File: src/rtl/seg7_pattern_decoder.sv
// Receive-side 7-segment pattern decoder: debounces seg_in, then maps each newly settled pattern back to its symbol code.
// Optional saturating error counter on port err_count is present only when SEG7_DEC_ERRCNT_EN is defined.
module seg7_pattern_decoder #(
    parameter int STABLE_CYCLES = 4,
    parameter int CODE_W        = 6,
    parameter int ERRCNT_W      = 8
) (
    input  logic              clk_2,
    input  logic              reset,
    input  logic [7:0]        seg_in,
    output logic [CODE_W-1:0] code,
    output logic              code_valid,
    output logic              seg_err,
    output logic              locked
`ifdef SEG7_DEC_ERRCNT_EN
    ,
    output logic [ERRCNT_W-1:0] err_count
`endif
);

    localparam int RUN_W = $clog2(STABLE_CYCLES + 1);
    localparam logic [RUN_W-1:0] RUN_MAX = RUN_W'(STABLE_CYCLES);
    localparam logic [RUN_W-1:0] RUN_ONE = RUN_W'(1);

    logic [7:0]        cand_q, cand_d;
    logic [RUN_W-1:0]  run_q, run_d;
    logic [7:0]        acc_q, acc_d;
    logic              acc_valid_q, acc_valid_d;
    logic [CODE_W-1:0] code_q, code_d;
    logic              code_valid_q, code_valid_d;
    logic              seg_err_q, seg_err_d;
    logic              locked_q, locked_d;

    logic              same_sample;
    logic              accept;
    logic              lookup_hit;
    logic [CODE_W-1:0] lookup_code;

    // Pattern-to-code table; duplicated patterns would resolve to the lowest code.
    // Any pattern with dp (bit7) set falls through to the miss branch.
    function automatic logic [CODE_W:0] seg_lookup(input logic [7:0] p);
        logic hit;
        int   c;
        hit = 1'b1;
        c   = 0;
        case (p)
            8'h3F: c = 0;
            8'h06: c = 1;
            8'h5B: c = 2;
            8'h4F: c = 3;
            8'h66: c = 4;
            8'h6D: c = 5;
            8'h7D: c = 6;
            8'h07: c = 7;
            8'h7F: c = 8;
            8'h6F: c = 9;
            8'h77: c = 10;
            8'h7C: c = 11;
            8'h39: c = 12;
            8'h5E: c = 13;
            8'h79: c = 14;
            8'h71: c = 15;
            8'h58: c = 19;
            8'h76: c = 24;
            8'h74: c = 25;
            8'h04: c = 26;
            8'h1E: c = 28;
            8'h38: c = 29;
            8'h54: c = 30;
            8'h5C: c = 32;
            8'h73: c = 33;
            8'h67: c = 34;
            8'h50: c = 35;
            8'h78: c = 37;
            8'h3E: c = 38;
            8'h1C: c = 39;
            8'h6E: c = 40;
            8'h63: c = 41;
            default: begin
                hit = 1'b0;
                c   = 0;
            end
        endcase
        return {hit, CODE_W'(c)};
    endfunction

    always_comb begin
        cand_d       = cand_q;
        run_d        = run_q;
        acc_d        = acc_q;
        acc_valid_d  = acc_valid_q;
        code_d       = code_q;
        code_valid_d = 1'b0;
        seg_err_d    = 1'b0;
        locked_d     = locked_q;

        // A run of zero means nothing sampled yet since reset.
        same_sample = (run_q != '0) && (seg_in == cand_q);
        if (same_sample) begin
            if (run_q != RUN_MAX) begin
                run_d = run_q + RUN_ONE;
            end
        end else begin
            cand_d   = seg_in;
            run_d    = RUN_ONE;
            locked_d = 1'b0;
        end

        {lookup_hit, lookup_code} = seg_lookup(cand_d);

        // While saturated, acceptance repeats every edge but only re-locks.
        accept = (run_d == RUN_MAX);
        if (accept) begin
            locked_d = 1'b1;
            if (!(acc_valid_q && (cand_d == acc_q))) begin
                acc_d       = cand_d;
                acc_valid_d = 1'b1;
                if (lookup_hit) begin
                    code_d       = lookup_code;
                    code_valid_d = 1'b1;
                end else begin
                    seg_err_d = 1'b1;
                end
            end
        end
    end

    always_ff @(posedge clk_2 or posedge reset) begin
        if (reset) begin
            cand_q       <= '0;
            run_q        <= '0;
            acc_q        <= '0;
            acc_valid_q  <= 1'b0;
            code_q       <= '0;
            code_valid_q <= 1'b0;
            seg_err_q    <= 1'b0;
            locked_q     <= 1'b0;
        end else begin
            cand_q       <= cand_d;
            run_q        <= run_d;
            acc_q        <= acc_d;
            acc_valid_q  <= acc_valid_d;
            code_q       <= code_d;
            code_valid_q <= code_valid_d;
            seg_err_q    <= seg_err_d;
            locked_q     <= locked_d;
        end
    end

    assign code       = code_q;
    assign code_valid = code_valid_q;
    assign seg_err    = seg_err_q;
    assign locked     = locked_q;

`ifdef SEG7_DEC_ERRCNT_EN
    logic [ERRCNT_W-1:0] err_cnt_q, err_cnt_d;

    always_comb begin
        err_cnt_d = err_cnt_q;
        if (seg_err_d && (err_cnt_q != '1)) begin
            err_cnt_d = err_cnt_q + ERRCNT_W'(1);
        end
    end

    always_ff @(posedge clk_2 or posedge reset) begin
        if (reset) begin
            err_cnt_q <= '0;
        end else begin
            err_cnt_q <= err_cnt_d;
        end
    end

    assign err_count = err_cnt_q;
`endif

endmodule

File: config.mk
export PLATFORM = sky130hd
export DESIGN_NAME = seg7_pattern_decoder
export DESIGN_NICKNAME = d
export VERILOG_FILES = /design/src/rtl/seg7_pattern_decoder.sv
export SDC_FILE = /design/constraint.sdc
export NUM_CORES = 1
export LEC_CHECK = 0
export CAP_MARGIN = 25
export CORE_MARGIN = 2
export CORE_UTILIZATION = 40
export DETAILED_ROUTE_END_ITERATION = 8
export DONT_BUFFER_PORTS = 1
export PLACE_DENSITY = 0.61
export SETUP_SLACK_MARGIN = 0.2
export SYNTH_ARGS = -nofsm -noshare
export SYNTH_HDL_FRONTEND = slang
export SYNTH_SLANG_ARGS = --single-unit
File: constraint.sdc
create_clock -name clk_2 -period 3 [get_ports clk_2]
set_clock_uncertainty 0.15 [all_clocks]
set_input_delay 0.45 -clock clk_2 [delete_from_list [all_inputs] [get_ports clk_2]]
set_output_delay 0.45 -clock clk_2 [all_outputs]
set_load 0.02 [all_outputs]
Yosys cells after proc, flatten, opt, wreduce, memory -nomap -nowiden. Cells that the tools add are included.

$add $sub $neg: 1. Equality and inequality tests: 37. Muxes and demuxes: 13. Bitwise operators: 1. Reduce and logical (&&, ||, !) cells: 6.

Operators with widths (count): $pmux 6 s31 (1); $eq 8x7->1 const B (23); $eq 8x6->1 const B (4); $reduce_or 32->1 (1); $eq 8x3->1 const B (3); $eq 8x5->1 const B (2); $eq 8x8->1 (2); $mux 1 (9); $mux 8 (1); $mux 3 (2); $add 3x1->3 const B (1); $eq 3x3->1 const B (1); $ne 3x3->1 const B (1); $reduce_and 3->1 (1); $reduce_bool 3->1 (1); $logic_and 1x1->1 (2); $ne 2x1->1 const B (1); $reduce_and 2->1 (1); $not 1->1 (1).

Register bits after elaboration: 29. Input bits: 10. Output and inout bits: 9. Word-level logic and storage cells: 66.

Longest topological paths before layout. Gate-level depths: netlist (run 1).

Depth after elaboration: 9. Depth in mapped cells: 9. Depth with buffers taken out: 8.

Worst setup path before layout (run 1). No wires, ideal clock.

Path kind: in2reg. Start: input port seg_in[0]. End: register code_q[0] (netlist: code[0]). Arrival time: 2.062 ns. Path slack: 0.663 ns. Cell stages on the path: 8. Cells stage by stage: buf_2 > buf_2 > and4b_1 > nand4b_1 > nand2_1 > nor3_1 > a31o_4 > mux2_4.

Word-level cells in the longest chain between the ends: 7. Elaborated cells between the ends (all ways): 44. Classes of those cells: eq/ne (35); mux (4); bitwise (1); reduce/logical (4).

RTL lines: start, declared (line 10) `input logic [7:0] seg_in,`; $eq 8x8->1 (line 98) `same_sample = (run_q != '0) && (seg_in == cand_q);`; $logic_and 1x1->1 (line 98); $mux 8 (line 99) `if (same_sample) begin`; $eq 8x7->1, or another cell as far along (line 46) `case (p)`; $reduce_or 32->1 (no source line) / $logic_and 1x1->1 (equally long branches); $mux 1 / $not 1->1 (equally long branches); $reduce_and 3->1 (no source line); end signal, assigned (line 143) `code_q <= code_d;`; end, declared (line 29) `logic [CODE_W-1:0] code_q, code_d;`.

Parallel ways exist; a longest one is shown, timed or not. A chain may end at the register's enable or synchronous reset.

Worst setup path after layout (run 1).
Start: register run_q[0]. End: register code_q[0] (netlist: code[0]).

Word-level cells in the longest chain between the ends: 7. Elaborated cells between the ends (all ways): 47. Classes of those cells: add/sub (1); eq/ne (35); mux (5); bitwise (1); reduce/logical (5).

RTL lines: start, declared (line 26) `logic [RUN_W-1:0] run_q, run_d;`; start signal, assigned (line 140) `run_q <= run_d;`; $reduce_bool 3->1 (line 98); $logic_and 1x1->1 (line 98); $mux 8 (line 99); $eq 8x7->1, or another cell as far along (line 46); $reduce_or 32->1 (no source line) / $logic_and 1x1->1 (equally long branches); $mux 1 / $not 1->1 (equally long branches); $reduce_and 3->1 (no source line).

Parallel ways exist; a longest one is shown, timed or not.

==> results.json, run 1 <==
{
  "status": "finished, final reports clean",
  "cts_sinks": 29,
  "regArea_um2": 726,
  "track_usage_pct": 16.6,
  "synth_compound_area_share_pct": 15.4,
  "critPathMaxFanout": 7,
  "drt-pass1-iter-count": 4,
  "cp.depth": 7,
  "r2r_end": "code[0]$_DFFE_PP0P_",
  "ys_async_sr_fraction_pct": 100,
  "slew_headroom_pct": 60.3,
  "drc": 0,
  "fin_nets": 209,
  "vias": 1535,
  "num_antenna_cells": 0,
  "gr-total-overflow": 0,
  "cts.path.max_buffers": 2,
  "vias_per_cell": 5.73,
  "ys_seq_elements": 29,
  "muxShareOfSynthArea_pct": 7.83,
  "final_cells": 268,
  "cpMaxStageDelayCell": "o32ai_1",
  "setup_viol": 0,
  "power.total_mw": 0.792,
  "power_density_mw_per_mm2": 372,
  "antenna_found_initial": 0,
  "dieHeight_um": 75.8,
  "yosys_most_used_dff": "dfrtp_1",
  "drtIter0Drc": 88,
  "cts_buffers": 5,
  "maxCapViolations": 0,
  "start_util_pct": 40.9,
  "wl_per_cell_um": 16.2,
  "wl_um": 4350,
  "hold_violations": 0,
  "cp-start-kind": "flip-flop",
  "timing.fmax_mhz": 408,
  "r2r_slack_ns": 0.55,
  "setup_tns_ns": 0,
  "final_cell_mix": "dfrtp_1, xnor2_1, nand3_1",
  "row_count": 26,
  "rsz0062_at_grt": "false",
  "reg2reg_depth": 7,
  "multi_input_area_mm2": 0.00118,
  "finalCriticalPeriod_ns": 2.45,
  "synthSimpleGateAreaFrac_pct": 22.9,
  "ys_seq_area_share_pct": 35.2,
  "synth_edf_count": 0,
  "clkTransAtPathRegs_ns": 0.07,
  "holdCritStartpoint": "seg_in[5]",
  "grt_pass1_wl_um": 7130,
  "gp_congestion": 0.861,
  "leakagePower_nw": 0.891,
  "htree_levels": 2,
  "whs_path_depth": 0,
  "io_pins": 19,
  "die_area_mm2": 0.00574,
  "clock_latency_ns": 0.29,
  "crit_path_cell_trace": "inv_1 -> ha_1 -> nand2_1 -> o32ai_1 -> o311ai_2 -> a31o_4 -> mux2_4",
  "cts_setup_buffers": 0,
  "ir_drop_uv": 161,
  "hpwlAfterDp_um": 2970,
  "ys_types": 60,
  "synth_xor_area_share_pct": 9.34,
  "coreArea_mm2": 0.00504,
  "drtAntennaViolNets": 0,
  "critPathRequiredTime_ns": 3.02,
  "postSynthCellCount": 213,
  "dp_cells": 259,
  "period_share_pct": 81.7,
  "regToRegStartpoint": "run_q[0]$_DFF_PP0_",
  "die_w_um": 75.8,
  "drive_gt1_share_pct": 15.7,
  "area_growth_pct": 3.40,
  "worstPathArrival_ns": 2.48,
  "min-delay-path-class": "primary input to flip-flop",
  "grt_max_degree": 30,
  "root_buffer": "clkbuf_8",
  "netlist_area_mm2": 0.00206,
  "crit_path_max_incr_delay_ns": 0.45,
  "end_kind": "flip-flop",
  "nFillCells": 498,
  "crit_family": "compound AO/OA/AOI/OAI gates",
  "slew_violations": 0,
  "synth_adder_area_share_pct": 1.21,
  "synth_top_family_by_area": "simple AND/OR/NAND/NOR gates",
  "max_slew.worst_pin.slew_ns": 0.591,
  "worst-path-buf-inv": 1,
  "synth.avg_cell_area_um2": 9.68,
  "grt_pass1_vias": 1422,
  "ys.warnings.count": 0,
  "syn_nets": 225,
  "cts_tree": "built",
  "crit_type": "flip-flop to flip-flop",
  "min_to": "cand_q[5]$_DFF_PP0_",
  "mostFrequentLayoutCell": "dfrtp_1",
  "holdWs_ns": 0.0449,
  "io_buffers": 0
}
-- registers in the layout, indices dropped and copies added, names as in the netlist --
register and cells:
locked 1, run_q 3, code 6, cand_q 8
seg_err 1, code_valid 1, acc_valid_q 1, acc_q 8
-- worst reg2reg max path: stages, from the launching register on --
cell and delay [ns]:
dfrtp_1 0.43, inv_1 0.08, ha_1 0.27, nand2_1 0.14, o32ai_1 0.45, o311ai_2 0.23, a31o_4 0.30, mux2_4 0.30
-- cell usage after synthesis, drive strengths merged (2+ instances only) --
master	number	area share, %
nor2	10	1.8
o32ai	2	0.85
a31oi	2	0.61
nor3b	4	1.5
buf	15	4.6
nand4b	2	0.85
o21ai	3	0.73
nor4b	4	2.0
inv	8	1.5
and2	2	0.61
ha	2	1.2
xnor2	18	7.6
and3	2	0.61
nand4	3	0.91
nand2b	3	0.91
mux2	13	7.8
and3b	2	0.85
clkbuf	11	2.0
nor4	2	0.61
and4bb	2	1.2
a22o	2	0.85
a32oi	3	1.3
nand3	11	2.7
nor4bb	2	0.97
and4b	2	1.2
dfrtp	29	35
nand3b	2	0.73
xor2	4	1.7
or3b	2	0.85
a21oi	8	1.9
a21boi	2	0.73
nor3	2	0.49
nor2b	5	1.5
nand2	10	1.8
-- per-layer routing --
layer | vias up | routed length [um] | track usage [%]
met3 | 16 | 178 | 3.17
met2 | 45 | 2120 | 25.4
met1 | 738 | 1880 | 22.0
met5 | - | 0 | 0
met4 | 0 | 166 | 9.16
li1 | 736 | - | -
-- worst max-delay path by stage --
stage / startpoint / endpoint / slack, ns
finish: run_q[0]$_DFF_PP0_ / code[0]$_DFFE_PP0P_ / 0.55
global route: run_q[0]$_DFF_PP0_ / code[5]$_DFFE_PP0P_ / 0.44
CTS: run_q[0]$_DFF_PP0_ / code[0]$_DFFE_PP0P_ / 0.56
detailed placement: run_q[0]$_DFF_PP0_ / code[0]$_DFFE_PP0P_ / 0.58
global placement: run_q[0]$_DFF_PP0_ / code[2]$_DFFE_PP0P_ / 0.64
floorplan: seg_in[0] / code[0]$_DFFE_PP0P_ / 0.66
-- cell families (layout without fill, tap and decap cells) --
| logic type | Yosys count | count (layout) |
|---|---|---|
| XOR/XNOR | 22 | 22 |
| AO/OA/AOI/OAI | 39 | 39 |
| AND/OR/NAND/NOR | 74 | 74 |
| adder cells (fa/ha/maj) | 2 | 2 |
| flip-flops | 29 | 29 |
| multiplexers | 13 | 13 |
| buffers and inverters | 34 | 19 |
-- report_power, final --
part / internal [mW] / total, mW / switching (mW)
combinational: 0.0410 / 0.0796 / 0.0386
clock: 0.160 / 0.313 / 0.154
sequential: 0.397 / 0.399 / 0.00249
-- cell type report --
cell class | instances | area share [%]
multi-input cells | 150 | 55.2
flip-flops and latches | 29 | 34.0
inverters | 8 | 1.41
clock buffers | 5 | 3.23
clock inverters | 3 | 0.822
well taps | 70 | 4.11
repair buffers | 3 | 1.17
-- metrics by stage --
| step | setup slack, ns | util, % | instance area [um^2] |
|---|---|---|---|
| 4_1_cts | 0.562 | 42.3 | 2130 |
| 6_report | 0.548 | 42.3 | 2130 |
| 2_1_floorplan | 0.663 | - | 2060 |
| 5_1_grt | 0.441 | 42.3 | 2130 |
| 3_3_place_gp | 0.637 | 40.4 | 2040 |
| 3_5_place_dp | 0.577 | 40.4 | 2040 |
-- what timing repair did --
action | 4_1_cts | 5_1_grt
gates resized for setup | 0 | 0
endpoints found under the hold margin | 29 | 0
hold buffers | 1 | 0
endpoints found under the setup margin | 0 | 0
Power figures use the tool's default switching activity.
==> inputs of run 2 (changes only) <==
--- a/config.mk
+++ b/config.mk
@@ -10,7 +10,7 @@
 export CORE_UTILIZATION = 40
 export DETAILED_ROUTE_END_ITERATION = 8
 export DONT_BUFFER_PORTS = 1
-export PLACE_DENSITY = 0.61
+export PLACE_DENSITY = 0.63
 export SETUP_SLACK_MARGIN = 0.2
 export SYNTH_ARGS = -nofsm -noshare
 export SYNTH_HDL_FRONTEND = slang
==> constraint.sdc (replaced) <==
create_clock -name clk_2 -period 2.1 [get_ports clk_2]
set_clock_uncertainty 0.15 [all_clocks]
set_input_delay 0.315 -clock clk_2 [delete_from_list [all_inputs] [get_ports clk_2]]
set_output_delay 0.315 -clock clk_2 [all_outputs]
set_load 0.02 [all_outputs]
==> results.json, run 2 (synthesis gave the netlist of run 1 again) <==
{
  "gr-total-overflow": 0,
  "hold_violations": 0,
  "die_area_mm2": 0.00574,
  "r2r_end": "code[2]$_DFFE_PP0P_",
  "fin_nets": 231,
  "drtAntennaViolNets": 0,
  "final_cell_mix": "dfrtp_1, xnor2_1, buf_4",
  "power_density_mw_per_mm2": 499,
  "vias": 1639,
  "crit_type": "flip-flop to flip-flop",
  "critPathMaxFanout": 6,
  "io_pins": 19,
  "power.total_mw": 1.20,
  "r2r_slack_ns": 0.03,
  "drtIter0Drc": 190,
  "regToRegStartpoint": "cand_q[3]$_DFF_PP0_",
  "pre_cts_ws_ns": -0.0326,
  "timing.fmax_mhz": 482,
  "leakagePower_nw": 1.00,
  "cts_buffers": 5,
  "wl_um": 4640,
  "end_kind": "flip-flop",
  "ir_drop_uv": 369,
  "clkTransAtPathRegs_ns": 0.06,
  "crit_family": "compound AO/OA/AOI/OAI gates",
  "maxCapViolations": 0,
  "io_buffers": 0,
  "final_util_pct": 47.8,
  "hpwlAfterDp_um": 3110,
  "grt_pass1_wl_um": 7760,
  "track_usage_pct": 18.1,
  "slew_violations": 0,
  "rsz0062_at_grt": "true",
  "period_share_pct": 98.7,
  "cts_sinks": 29,
  "setup_tns_ns": 0,
  "mostFrequentLayoutCell": "dfrtp_1",
  "worst-path-buf-inv": 0,
  "nFillCells": 471,
  "drc": 0,
  "cpMaxStageDelayCell": "dfrtp_1",
  "status": "finished, final reports clean",
  "cts_tree": "built",
  "vias_per_cell": 5.65,
  "min-delay-path-class": "primary input to flip-flop",
  "cp-start-kind": "flip-flop",
  "antenna_found_initial": 0,
  "worstPathArrival_ns": 2.08,
  "finalCriticalPeriod_ns": 2.07,
  "drive_gt1_share_pct": 25.5,
  "crit_path_max_incr_delay_ns": 0.37,
  "cp.depth": 6,
  "coreArea_mm2": 0.00504,
  "fin_ws_ns": 0.0263,
  "grt_pass1_vias": 1589,
  "area_growth_pct": 16.9,
  "clock_latency_ns": 0.28,
  "holdCritStartpoint": "seg_in[0]",
  "gp_congestion": 0.826,
  "slew_headroom_pct": 65.5,
  "num_antenna_cells": 0,
  "crit_start": "cand_q[3]$_DFF_PP0_",
  "dieHeight_um": 75.8,
  "critPathRequiredTime_ns": 2.11,
  "worstSetupEndpoint": "code[2]$_DFFE_PP0P_",
  "start_util_pct": 40.9,
  "die_w_um": 75.8,
  "row_count": 26,
  "wl_per_cell_um": 16.0,
  "htree_levels": 2,
  "cts.path.max_buffers": 2,
  "drt-pass1-iter-count": 4,
  "setup_viol": 0,
  "crit_path_cell_trace": "xnor2_1 -> nand4_1 -> a2111oi_4 -> o311ai_4 -> a31o_4 -> mux2_4",
  "root_buffer": "clkbuf_8",
  "max_slew.worst_pin.slew_ns": 0.513,
  "grt_max_degree": 29,
  "reg2reg_depth": 6
}
-- run 2: cell types whose count changed in the layout (fill, tap and decap cells not counted), sizes merged --
| cell | previous run | this run |
|---|---|---|
| buf | 2 | 16 |
| dlygate4sd3 | 1 | 9 |
| clkbuf | 5 | 7 |
| clkinv | 2 | 1 |
| clkinvlp | 1 | 0 |
-- run 2: power breakdown --
part	total [mW]	switching, mW	internal (mW)
registers	0.571	0.00348	0.567
logic	0.139	0.0639	0.0748
clock network	0.494	0.199	0.295
-- run 2: worst min-delay path by stage --
| stage | end | slack [ns] | cells past startpoint |
|---|---|---|---|
| 6_report | acc_q[0]$_DFFE_PP0P_ | 0.04 | 1 |
| 5_1_grt | acc_q[7]$_DFFE_PP0P_ | 0.02 | 1 |
| 4_1_cts | acc_q[7]$_DFFE_PP0P_ | 0.03 | 1 |
| 3_5_place_dp | run_q[1]$_DFF_PP0_ | 0.07 | 1 |
| 3_3_place_gp | run_q[1]$_DFF_PP0_ | 0.07 | 1 |
| 2_1_floorplan | acc_q[0]$_DFFE_PP0P_ | 0.24 | 1 |
-- run 2: area by class of cell --
cell class | instances | area (um^2) | share of cell area [%]
inverter | 8 | 30.0 | 1.25
timing repair buffer | 25 | 214 | 8.87
clock buffer | 7 | 96.3 | 4.00
clock inverter | 1 | 5.00 | 0.208
sequential | 29 | 727 | 30.2
tap | 70 | 87.6 | 3.63
multi-input combinational | 150 | 1250 | 51.9
-- run 2: repair_timing --
| action | in CTS | in global routing |
|---|---|---|
| gates resized for setup | 2 | 6 |
| hold endpoints to repair | 18 | 0 |
| hold buffers | 9 | 0 |
| setup buffers | 1 | 0 |
| setup endpoints to repair | 15 | 16 |
| pin swaps | 1 | 0 |
-- run 2: through the flow --
step / hold WS [ns] / instances / area, um^2
floorplan: 0.243 / 213 / 2130
global placement: 0.0690 / 272 / 2180
detailed placement: 0.0715 / 272 / 2180
CTS: 0.0263 / 290 / 2390
global route: 0.0187 / 290 / 2410
finish: 0.0365 / 290 / 2410
-- run 2: routing by layer --
metal  part of all wire (%)  GRT usage [%]  routed length, um  up-vias
met4                    1.8           5.85                 85        0
li1                       -              -                  -      778
met2                     47           28.6               2200       63
met1                     44           23.7               2050      787
met5                      0              0                  0        -
met3                    6.6           5.29                306       11
==> inputs of run 3 (changes only) <==
--- a/config.mk
+++ b/config.mk
@@ -10,6 +10,7 @@
 export CORE_UTILIZATION = 40
 export DETAILED_ROUTE_END_ITERATION = 8
 export DONT_BUFFER_PORTS = 1
+export GPL_TIMING_DRIVEN = 0
 export PLACE_DENSITY = 0.63
 export SETUP_SLACK_MARGIN = 0.2
 export SYNTH_ARGS = -nofsm -noshare
==> results.json, run 3 (synthesis gave the netlist of run 1 again) <==
{
  "status": "finished with violations",
  "violations": "negative setup slack",
  "critPathRequiredTime_ns": 2.13,
  "max_slew.worst_pin.slew_ns": 0.578,
  "vias_per_cell": 5.69,
  "fin_nets": 243,
  "grt_pass1_vias": 1665,
  "clock_latency_ns": 0.29,
  "cts_tree": "built",
  "slew_violations": 0,
  "io_buffers": 0,
  "period_share_pct": 102,
  "crit_family": "compound AO/OA/AOI/OAI gates",
  "cts_sinks": 29,
  "r2r_end": "code[2]$_DFFE_PP0P_",
  "cpMaxStageDelayCell": "dfrtp_2",
  "ir_drop_uv": 201,
  "grt_max_degree": 18,
  "die_w_um": 75.8,
  "wl_per_cell_um": 17.7,
  "end_kind": "flip-flop",
  "wl_um": 5350,
  "io_pins": 19,
  "worst-path-buf-inv": 0,
  "vias": 1717,
  "cp-start-kind": "flip-flop",
  "rsz0062_at_grt": "true",
  "cts.path.max_buffers": 2,
  "die_area_mm2": 0.00574,
  "final_cell_mix": "dfrtp_1, xnor2_1, buf_4",
  "htree_levels": 2,
  "maxCapViolations": 0,
  "crit_path_max_incr_delay_ns": 0.44,
  "mostFrequentLayoutCell": "dfrtp_1",
  "cp.depth": 7,
  "critPathMaxFanout": 5,
  "root_buffer": "clkbuf_8",
  "cts_buffers": 5,
  "gp_congestion": 0.945,
  "dp_cells": 284,
  "coreArea_mm2": 0.00504,
  "drt-pass1-iter-count": 4,
  "reg2reg_depth": 7,
  "fin_ws_ns": -0.0417,
  "antenna_found_initial": 0,
  "slew_headroom_pct": 61.4,
  "dieHeight_um": 75.8,
  "final_cells": 302,
  "r2r_slack_ns": -0.04,
  "setup_viol": 4,
  "worstPathArrival_ns": 2.17,
  "crit_type": "flip-flop to flip-flop",
  "nFillCells": 500,
  "timing.fmax_mhz": 467,
  "pre_cts_ws_ns": -0.366,
  "holdCritStartpoint": "seg_in[7]",
  "crit_path_cell_trace": "ha_1 -> nor3b_2 -> a21oi_1 -> o32ai_4 -> o311ai_4 -> a31o_4 -> mux2_4",
  "min-delay-path-class": "primary input to flip-flop",
  "drtAntennaViolNets": 0,
  "hold_violations": 0,
  "leakagePower_nw": 1.06,
  "start_util_pct": 40.9,
  "area_growth_pct": 19.1,
  "power_density_mw_per_mm2": 503,
  "whs_path_depth": 2,
  "hpwlAfterDp_um": 3770,
  "drc": 0,
  "track_usage_pct": 19.7,
  "finalCriticalPeriod_ns": 2.14,
  "clkTransAtPathRegs_ns": 0.07,
  "min_to": "cand_q[7]$_DFF_PP0_",
  "num_antenna_cells": 0,
  "grt_pass1_wl_um": 8430,
  "gr-total-overflow": 0,
  "drtIter0Drc": 95,
  "regToRegStartpoint": "run_q[0]$_DFF_PP0_",
  "drive_gt1_share_pct": 28.4,
  "row_count": 26
}
[run 3: stage by stage]
step	setup TNS, ns	total power, mW	instance area (um^2)	hold slack (ns)	util (%)
6_report	-0.141	1.24	2450	0.166	48.7
5_1_grt	-0.963	1.28	2450	0.173	48.7
4_1_cts	-0.270	1.24	2410	0.165	47.8
3_5_place_dp	-3.61	0.774	2250	0.144	44.6
3_3_place_gp	-3.58	0.768	2220	0.299	44.1
2_1_floorplan	-0.363	0.727	2130	0.243	-
[run 3: worst reg2reg max path, stage by stage, from the launching register on]
cell and delay, ns:
dfrtp_2 0.44, ha_1 0.27, nor3b_2 0.18, a21oi_1 0.09
o32ai_4 0.15, o311ai_4 0.18, a31o_4 0.28, mux2_4 0.30
[run 3: worst max-delay path by stage]
stage / endpoint / slack [ns] / from
floorplan: code[0]$_DFFE_PP0P_ / -0.09 / seg_in[4]
global placement: code[0]$_DFFE_PP0P_ / -0.35 / seg_in[6]
detailed placement: code[3]$_DFFE_PP0P_ / -0.37 / seg_in[0]
CTS: code[2]$_DFFE_PP0P_ / -0.07 / run_q[1]$_DFF_PP0_
global route: code[2]$_DFFE_PP0P_ / -0.10 / run_q[0]$_DFF_PP0_
finish: code[2]$_DFFE_PP0P_ / -0.04 / run_q[0]$_DFF_PP0_
[run 3: metal layers]
layer,track usage (%),share of wire (%),vias up
li1,-,-,804
met1,25.4,44,836
met2,32.5,47,66
met3,5.56,7.2,11
met4,5.26,1.5,0
met5,0,0,-
[run 3: cell type report]
type                       instances  area [um^2]  share of cell area (%)
multi-input combinational        150         1260                    51.5
sequential                        29          728                    29.7
buffer                            26          154                    6.27
timing repair buffer              11          105                    4.28
tap                               70         87.6                    3.57
clock buffer                       5         68.8                    2.80
inverter                           8         30.0                    1.22
clock inverter                     3         17.5                   0.714
[run 3: timing repair]
| item | 4_1_cts | 5_1_grt |
|---|---|---|
| pin swaps | 3 | 10 |
| resized for setup | 6 | 5 |
| cloned | 0 | 0 |
| endpoints found under the hold margin | 12 | 0 |
| hold buffers | 1 | 0 |
| setup buffers | 6 | 3 |
| setup endpoints to repair | 16 | 16 |
[run 3: power breakdown]
group | internal (mW) | switching, mW | total (mW)
Clock | 0.228 | 0.238 | 0.466
Sequential | 0.567 | 0.00373 | 0.570
Combinational | 0.0826 | 0.116 | 0.199
